File: config.mk
export PLATFORM = sky130hd
export DESIGN_NAME = reg_expect_table
export DESIGN_NICKNAME = d
export VERILOG_FILES = /design/src/rtl/reg_dump_pkg.sv /design/src/rtl/reg_expect_table.sv
export SDC_FILE = /design/constraint.sdc
export NUM_CORES = 1
export LEC_CHECK = 0
export CAP_MARGIN = 20
export CORE_ASPECT_RATIO = 0.6
export CORE_UTILIZATION = 30
export CTS_BUF_LIST = sky130_fd_sc_hd__clkbuf_8
export DETAILED_ROUTE_END_ITERATION = 10
export GPL_ROUTABILITY_DRIVEN = 0
export GPL_TIMING_DRIVEN = 0
export HOLD_SLACK_MARGIN = 0.05
export PLACE_DENSITY = 0.51
export RECOVER_POWER = 100
export SLEW_MARGIN = 20
export SYNTH_ARGS = -nofsm -noshare
export SYNTH_HDL_FRONTEND = slang
export SYNTH_SLANG_ARGS = --single-unit
File: constraint.sdc
create_clock -name clk -period 2.3 [get_ports clk]
set_input_delay 0.46 -clock clk [delete_from_list [all_inputs] [get_ports clk]]
set_output_delay 0.46 -clock clk [all_outputs]
set_load 0.03 [all_outputs]
File: src/rtl/reg_dump_pkg.sv
// rtl/reg_dump_pkg.sv - shared types and widths for the register dump checker
package reg_dump_pkg;

  localparam int REG_IDX_W = 5;
  localparam int DATA_W    = 32;
  localparam int CNT_W     = 4;
  localparam int FAIL_W    = 6;
  localparam int NUM_REGS  = 1 << REG_IDX_W;

  typedef enum logic [1:0] {
    IDLE,
    SETTLE,
    SAMPLE,
    DONE
  } state_t;

endpackage

File: src/rtl/reg_expect_table.sv
// rtl/reg_expect_table.sv - expected-value table with per-entry check enables
module reg_expect_table
  import reg_dump_pkg::*;
(
  input  logic                 clk,
  input  logic                 rst_n,
  input  logic                 i_we,
  input  logic                 i_clr,
  input  logic [REG_IDX_W-1:0] i_waddr,
  input  logic [DATA_W-1:0]    i_wdata,
  input  logic [REG_IDX_W-1:0] i_raddr,
  output logic [DATA_W-1:0]    o_rd_data,
  output logic                 o_rd_en
);

  logic [DATA_W-1:0]   r_data [NUM_REGS];
  logic [NUM_REGS-1:0] r_en;
  logic [NUM_REGS-1:0] w_wr_onehot;

  assign w_wr_onehot = {{(NUM_REGS-1){1'b0}}, 1'b1} << i_waddr;

  // Expected values are plain storage; they survive reset, only the enables are cleared
  always_ff @(posedge clk) begin
    if (i_we) r_data[i_waddr] <= i_wdata;
  end

  // Enable bits: a clear applies before a same-cycle write, so the written entry stays enabled
  always_ff @(posedge clk or negedge rst_n) begin
    if (!rst_n) begin
      r_en <= '0;
    end else if (i_clr) begin
      r_en <= i_we ? w_wr_onehot : '0;
    end else if (i_we) begin
      r_en <= r_en | w_wr_onehot;
    end
  end

  assign o_rd_data = r_data[i_raddr];
  assign o_rd_en   = r_en[i_raddr];

endmodule

==> results of run 1 <==
[cell usage after synthesis (17+ instances only)]
library cell,instances
a21o_1,32
a21oi_1,99
a22o_1,66
a22oi_1,99
a31oi_1,33
buf_2,30
buf_4,20
buf_6,23
clkbuf_1,48
dfrtp_1,32
edfxtp_1,1024
mux2i_1,528
nand2_1,103
nand3_1,102
nor2_1,17
nor3_1,47
[registers in the layout, summed over array words and instances (netlist names)]
register	count
r_data	1024
r_en	32
[placed cells by master, fill, tap and decap left out, types with 16 or more instances in the layout]
master and count:
edfxtp_1 1024, mux2i_1 528, clkbuf_8 170, nand2_1 102, a21oi_1 99, a22oi_1 98
buf_6 88, nand3_1 73, a22o_1 65, inv_1 57, clkbuf_2 42, clkinv_1 35
buf_8 33, clkbuf_4 33, a21o_1 32, dfrtp_1 32, nand3_2 27, clkbuf_1 27
nor3_2 26, buf_4 21, dlygate4sd3_1 16
[area by class of cell]
cell class / count / area (µm²) / share of cell area (%)
flip-flops and latches: 1056 / 31600 / 64.1
multi-input cells: 1145 / 9530 / 19.4
well taps: 1819 / 2280 / 4.62
clock buffers: 158 / 2170 / 4.42
repair buffers: 174 / 1660 / 3.38
plain buffers: 137 / 1480 / 3.01
clock inverters: 110 / 538 / 1.09
diodes: 4 / 10.0 / 0.0203
inverters: 1 / 3.75 / 0.00763
[cells by family (layout without fill, tap and decap cells)]
group | count (synthesis) | after routing | synth area share, %
multiplexers | 528 | 528 | 12.8
AO/OA/AOI/OAI | 329 | 329 | 5.48
other | 0 | 4 | 0
AND/OR/NAND/NOR | 288 | 288 | 3.19
flip-flops | 1056 | 1056 | 76.4
buffers and inverters | 141 | 580 | 2.10
[power groups by stage]
stage | Combinational, mW | Sequential [mW] | Clock [mW]
3_3_place_gp | 2.60 | 21.8 | 0
5_1_grt | 3.06 | 21.4 | 15.1
2_1_floorplan | 1.38 | 21.8 | 0
3_5_place_dp | 2.70 | 21.8 | 0
4_1_cts | 2.96 | 21.4 | 14.2
6_report | 2.91 | 21.4 | 13.9
[per-layer routing]
layer / routed length, µm / vias up / track usage (%)
li1: - / 9976 / -
met1: 60200 / 12200 / 26.5
met2: 53100 / 976 / 25.8
met3: 10300 / 160 / 4.49
met4: 2180 / 0 / 5.01
met5: 0 / - / 0
[through the flow]
step	hold WS, ps	std cells	instance area, µm²	setup slack [ps]
floorplan	164	2342	41600	-405
global placement	461	4237	44600	-2910
detailed placement	469	4324	46200	-2230
CTS	73.8	4598	50100	-519
global route	153	4601	49200	-490
finish	145	4604	49200	-409
[what timing repair did]
action | in CTS | in global routing
pin swaps | 75 | 48
gates cloned | 1 | 0
hold endpoints to repair | 32 | 0
gates resized for setup | 518 | 45
setup buffers | 7 | 1
hold buffers | 1 | 0
endpoints found under the setup margin | 52 | 33
[final timing paths]
kind,slack [ps],to
max,-410,o_rd_data[31]
min,150,r_data[24][0]$_DFFE_PP_
max reg2reg,1510,r_en[1]$_DFFE_PN0P_
min reg2reg,480,r_en[13]$_DFFE_PN0P_
max in group asynchronous,590,r_en[2]$_DFFE_PN0P_
min in group asynchronous,620,r_en[13]$_DFFE_PN0P_
==> flow_summary.yaml, run 1 <==
clock_tree:
  cts_tree: "done"
  path_clk_slew_ps: 70
  clockRootBuffer: "clkbuf_8"
  clk_latency_ps: 830
  cts_buffers: 150
  clock_path_buffers: 3
  cts_sinks: 1056
  htreeDepth: 4
timing:
  setup_tns_ps: -74190
  slew_viol_final: 164
  maxSlewHeadroom_pct: -21.0
  hold_viol: 0
  finalCriticalPeriod_ps: 2710
  rsz0062_at_grt: "yes"
  finalSetupViolCount: 499
  setup_ws_ps: -409
  skew_ps: 0
  fin_crit_sh_pct: 118
  worst_pin_slew_ps: 1820
  timing.fmax_mhz: 369
critical_path:
  end_kind: "output pin"
  cpMaxStageDelayCell: "edfxtp_1"
  required_ps: 1840
  max_stage_delay_ps: 350
  worstSetupPathType: "reg -> out"
  critPathBufInv: 1
  r2r_cells: 2
  cp_num_cells: 6
  startpoint: "r_data[2][31]$_DFFE_PP_"
  r2r-start: "r_en[1]$_DFFE_PN0P_"
  crit_family: "compound AO/OA/AOI/OAI gates"
  cp.arrival_ps: 2250
  worstPathMaxFanout: 1
  startpoint_type: "register"
  crit_chain: "mux2i_1 > a22o_1 > nor3_2 > a31oi_2 > nand3_2 > buf_6"
pwr:
  cellLeakagePower_nw: 17.7
  p_switching_mw: 9.21
  total_power_mw: 38.2
  p_per_area_nw_per_um2: 777
  p_sw_share_pct: 24.1
  pwr-share-comb_pct: 7.6
  pwr-share-clk_pct: 36.4
  vdd_ir_drop_max_mv: 0.615
  intPower_mw: 29.0
  p_seq_share_pct: 56.0
layout:
  fin_util_pct: 36.0
  fillerInstances: 12800
  drive_above_1_share_pct: 19.5
  synthToLayoutAreaGrowth_pct: 19.2
  nets: 2711
synth:
  async_reset_ff_share_pct: 3.03
  synth.distinct_cells: 28
  synth_enable_flop_cells: 1024
  seq_area_frac_synth_pct: 76.4
  synth-seq-cells: 1056
  yosys.area.top_type: "edfxtp_1"
  netlist_instances: 2342
  syn_area_per_cell_um2: 17.6
  synth_top_flop_cell: "edfxtp_1"
  syn-cell-area_um2: 41300
  yosysWarnings: 0
  yosys-top-cells-area: "edfxtp_1 (74%), mux2i_1 (13%), dfrtp_1 (1.9%)"
  syn-num-nets: 2388
  synth_top_area_share_pct: 74.5
placed_design:
  port_buffers: 76
  dpl.hpwl_um: 86700
grt:
  track_usage_pct: 17.9
  grt_pass1_wl_um: 174000
  grt_max_degree: 33
  gr-total-overflow: 0
  antenna_found_initial: 4
  grt_pass1_vias: 23200
status:
  violations: "capacitance limit, slew limit, setup timing"
  status: "complete, but fails checks"
route:
  vias_per_cell: 5.06
  routedWlPerCell_um: 27.3
  vias: 23300
  wl_um: 126000
  ant_nets: 0
  firstDrtPassIters: 5
  drtIter0Drc: 2576
  route.detailed.drc: 0
floorplanning:
  die_h_um: 289
  start_util_pct: 30.2
  dieArea_um2: 139000
  coreArea_um2: 137000
  ios: 79
  rows: 105
  die_w_um: 481
flow_run:
  drv_cap: 5
hold_path:
  worstHoldStart: "i_waddr[0]"
  hp-class: "in -> reg"
  hold_depth: 2
Note: power is estimated with default switching activity, not from simulation.
==> inputs of run 2 (changes only) <==
clock period = 2.7 ns   (was 2.3 ns; I/O delays follow)
==> run 2 against run 1 <==
Net effect: worst setup slack better by 220 ps; first-iteration DRC count down 6.7%; the flow still finishes with violations (capacitance limit, slew limit, setup timing); worst hold slack better by 240 ps; clock power down 14%.
==> flow_summary.yaml, run 2 (synthesis gave the netlist of run 1 again) <==
layout:
  reg_top3: "r_data (1024), r_en (32)"
  multi_input_area_um2: 9550
  fillerInstances: 12700
  layout_commonest_cell: "edfxtp_1"
  synthToLayoutAreaGrowth_pct: 19.7
  fin_util_pct: 36.2
  nets: 2722
  final_cell_mix: "edfxtp_1 (1024), mux2i_1 (526), clkbuf_8 (182)"
  drive_above_1_share_pct: 19.8
  regArea_um2: 31600
  top_register: "r_data"
  fin_cells: 4614
  largest_reg_flops: 1024
pwr:
  p_switching_mw: 7.84
  cellLeakagePower_nw: 17.8
  pwr-share-comb_pct: 7.6
  vdd_ir_drop_max_mv: 0.424
  p_per_area_nw_per_um2: 662
  pwr-share-clk_pct: 36.7
  p_sw_share_pct: 24.0
  intPower_mw: 24.9
  p_seq_share_pct: 55.7
timing:
  finalCriticalPeriod_ps: 2890
  timing.fmax_mhz: 346
  hold_viol: 0
  fin_crit_sh_pct: 107
  skew_ps: 0
  worst_pin_slew_ps: 1870
  setup_ws_ps: -186
  slew_viol_final: 89
  rsz0062_at_grt: "yes"
  maxSlewHeadroom_pct: -24.4
  finalSetupViolCount: 151
route:
  vias: 23300
  route.detailed.drc: 0
  wl_um: 124000
  vias_per_cell: 5.04
  ant_nets: 0
  firstDrtPassIters: 8
  routedWlPerCell_um: 26.9
  drtIter0Drc: 2403
critical_path:
  startpoint_type: "primary input"
  required_ps: 3250
  crit_chain: "dlygate4sd3_1 > clkbuf_2 > nand2_1 > nor3_2 > clkbuf_2 > buf_8"
  max_stage_delay_ps: 940
  startpoint: "i_waddr[1]"
  crit_family: "buffers and inverters"
  cpMaxStageDelayCell: "nor3_2"
  end_kind: "register"
  r2r-start: "r_en[7]$_DFFE_PN0P_"
  cp.arrival_ps: 3440
  worstSetupPathType: "in -> reg"
  path_common_cell: "clkbuf_2"
  worstPathMaxFanout: 10
  critPathBufInv: 4
grt:
  antenna_found_initial: 5
  grt_pass1_vias: 22700
  track_usage_pct: 17.6
  gr-total-overflow: 0
  grt_max_degree: 33
  use_met2_pct: 24.9
  grt_util_met3_pct: 4.21
  grt_pass1_wl_um: 171000
  grt-busiest-layer: "met1"
  gr-usage-met1_pct: 26.6
floorplanning:
  ios: 79
  die_h_um: 289
  coreArea_um2: 137000
  start_util_pct: 30.2
  dieArea_um2: 139000
  die_w_um: 481
  rows: 105
status:
  violations: "capacitance limit, slew limit, setup timing"
  status: "complete, but fails checks"
clock_tree:
  path_clk_slew_ps: 60
  cts_tree: "done"
  htreeDepth: 4
  clk_latency_ps: 850
  clock_path_buffers: 3
  cts_sinks: 1056
  clockRootBuffer: "clkbuf_8"
  cts_buffers: 151
flow_run:
  drv_cap: 4
placed_design:
  port_buffers: 76
  dpl.hpwl_um: 86000
  dp_cells: 4320
hold_path:
  worstHoldStart: "i_clr"
  hp-class: "in -> reg"
[run 2: cell count changes in the layout (fill, tap and decap cells not counted), sizes merged, moves of 2 or more]
cell           delta
clkinvlp          -3
clkbuf           +16
buf               -5
clkdlybuf4s15     +2
dlygate4sd3       -3
clkinv            -2
diode             +2
dlymetal6s2s      +2
[run 2: per-layer routing]
metal	part of all wire, %	wire length, µm
met5	0.0089	11
met4	2.1	2570
met3	9.1	11300
met2	41	51400
met1	47	58800
[run 2: what timing repair did]
item	CTS	global route
hold buffers	1	0
setup buffers	6	18
resized for setup	565	47
gates cloned	0	1
hold endpoints to repair	32	0
pin swaps	54	61
setup endpoints to repair	109	55
[run 2: final timing paths]
| path | end | slack, ps | cells after the start |
|---|---|---|---|
| setup / recovery | r_data[27][7]$_DFFE_PP_ | -190 | 6 |
| setup reg to reg | r_en[7]$_DFFE_PN0P_ | 1900 | 2 |
| hold / removal | r_en[31]$_DFFE_PN0P_ | 380 | 3 |
| max in group asynchronous | r_en[5]$_DFFE_PN0P_ | 840 | 2 |
| min in group asynchronous | r_en[17]$_DFFE_PN0P_ | 770 | 2 |
| hold reg to reg | r_en[15]$_DFFE_PN0P_ | 480 | 1 |
[run 2: area by class of cell]
type,instances,area share (%)
multi-input cells,1145,19.3
clock inverters,107,1.13
diodes,6,0.0304
repair buffers,185,3.29
inverters,1,0.00760
plain buffers,136,3.34
flip-flops and latches,1056,63.8
clock buffers,159,4.43
well taps,1819,4.61
[run 2: worst min-delay path, cell delays in order]
cell	delay, ps
clkdlybuf4s50_1	400
inv_1	140
a21o_1	130
[run 2: power by group through the flow]
stage | sequential (mW) | combinational (mW) | clock (mW)
2_1_floorplan | 18.6 | 1.16 | 0
3_3_place_gp | 18.6 | 2.18 | 0
3_5_place_dp | 18.6 | 2.29 | 0
4_1_cts | 18.2 | 2.53 | 12.3
5_1_grt | 18.2 | 2.63 | 13.0
6_report | 18.2 | 2.50 | 12.0
[run 2: metrics by stage]
stage | power [mW] | area, µm² | setup WS, ps | hold WS (ps) | setup TNS (ps)
2_1_floorplan | 19.7 | 41400 | -374 | 244 | -138690
3_3_place_gp | 20.8 | 44500 | -3420 | 460 | -2252770
3_5_place_dp | 20.9 | 46200 | -1890 | 467 | -519370
4_1_cts | 33.0 | 50300 | -200 | 194 | -2760
5_1_grt | 33.8 | 49400 | -175 | 355 | -12360
6_report | 32.7 | 49400 | -186 | 384 | -6120
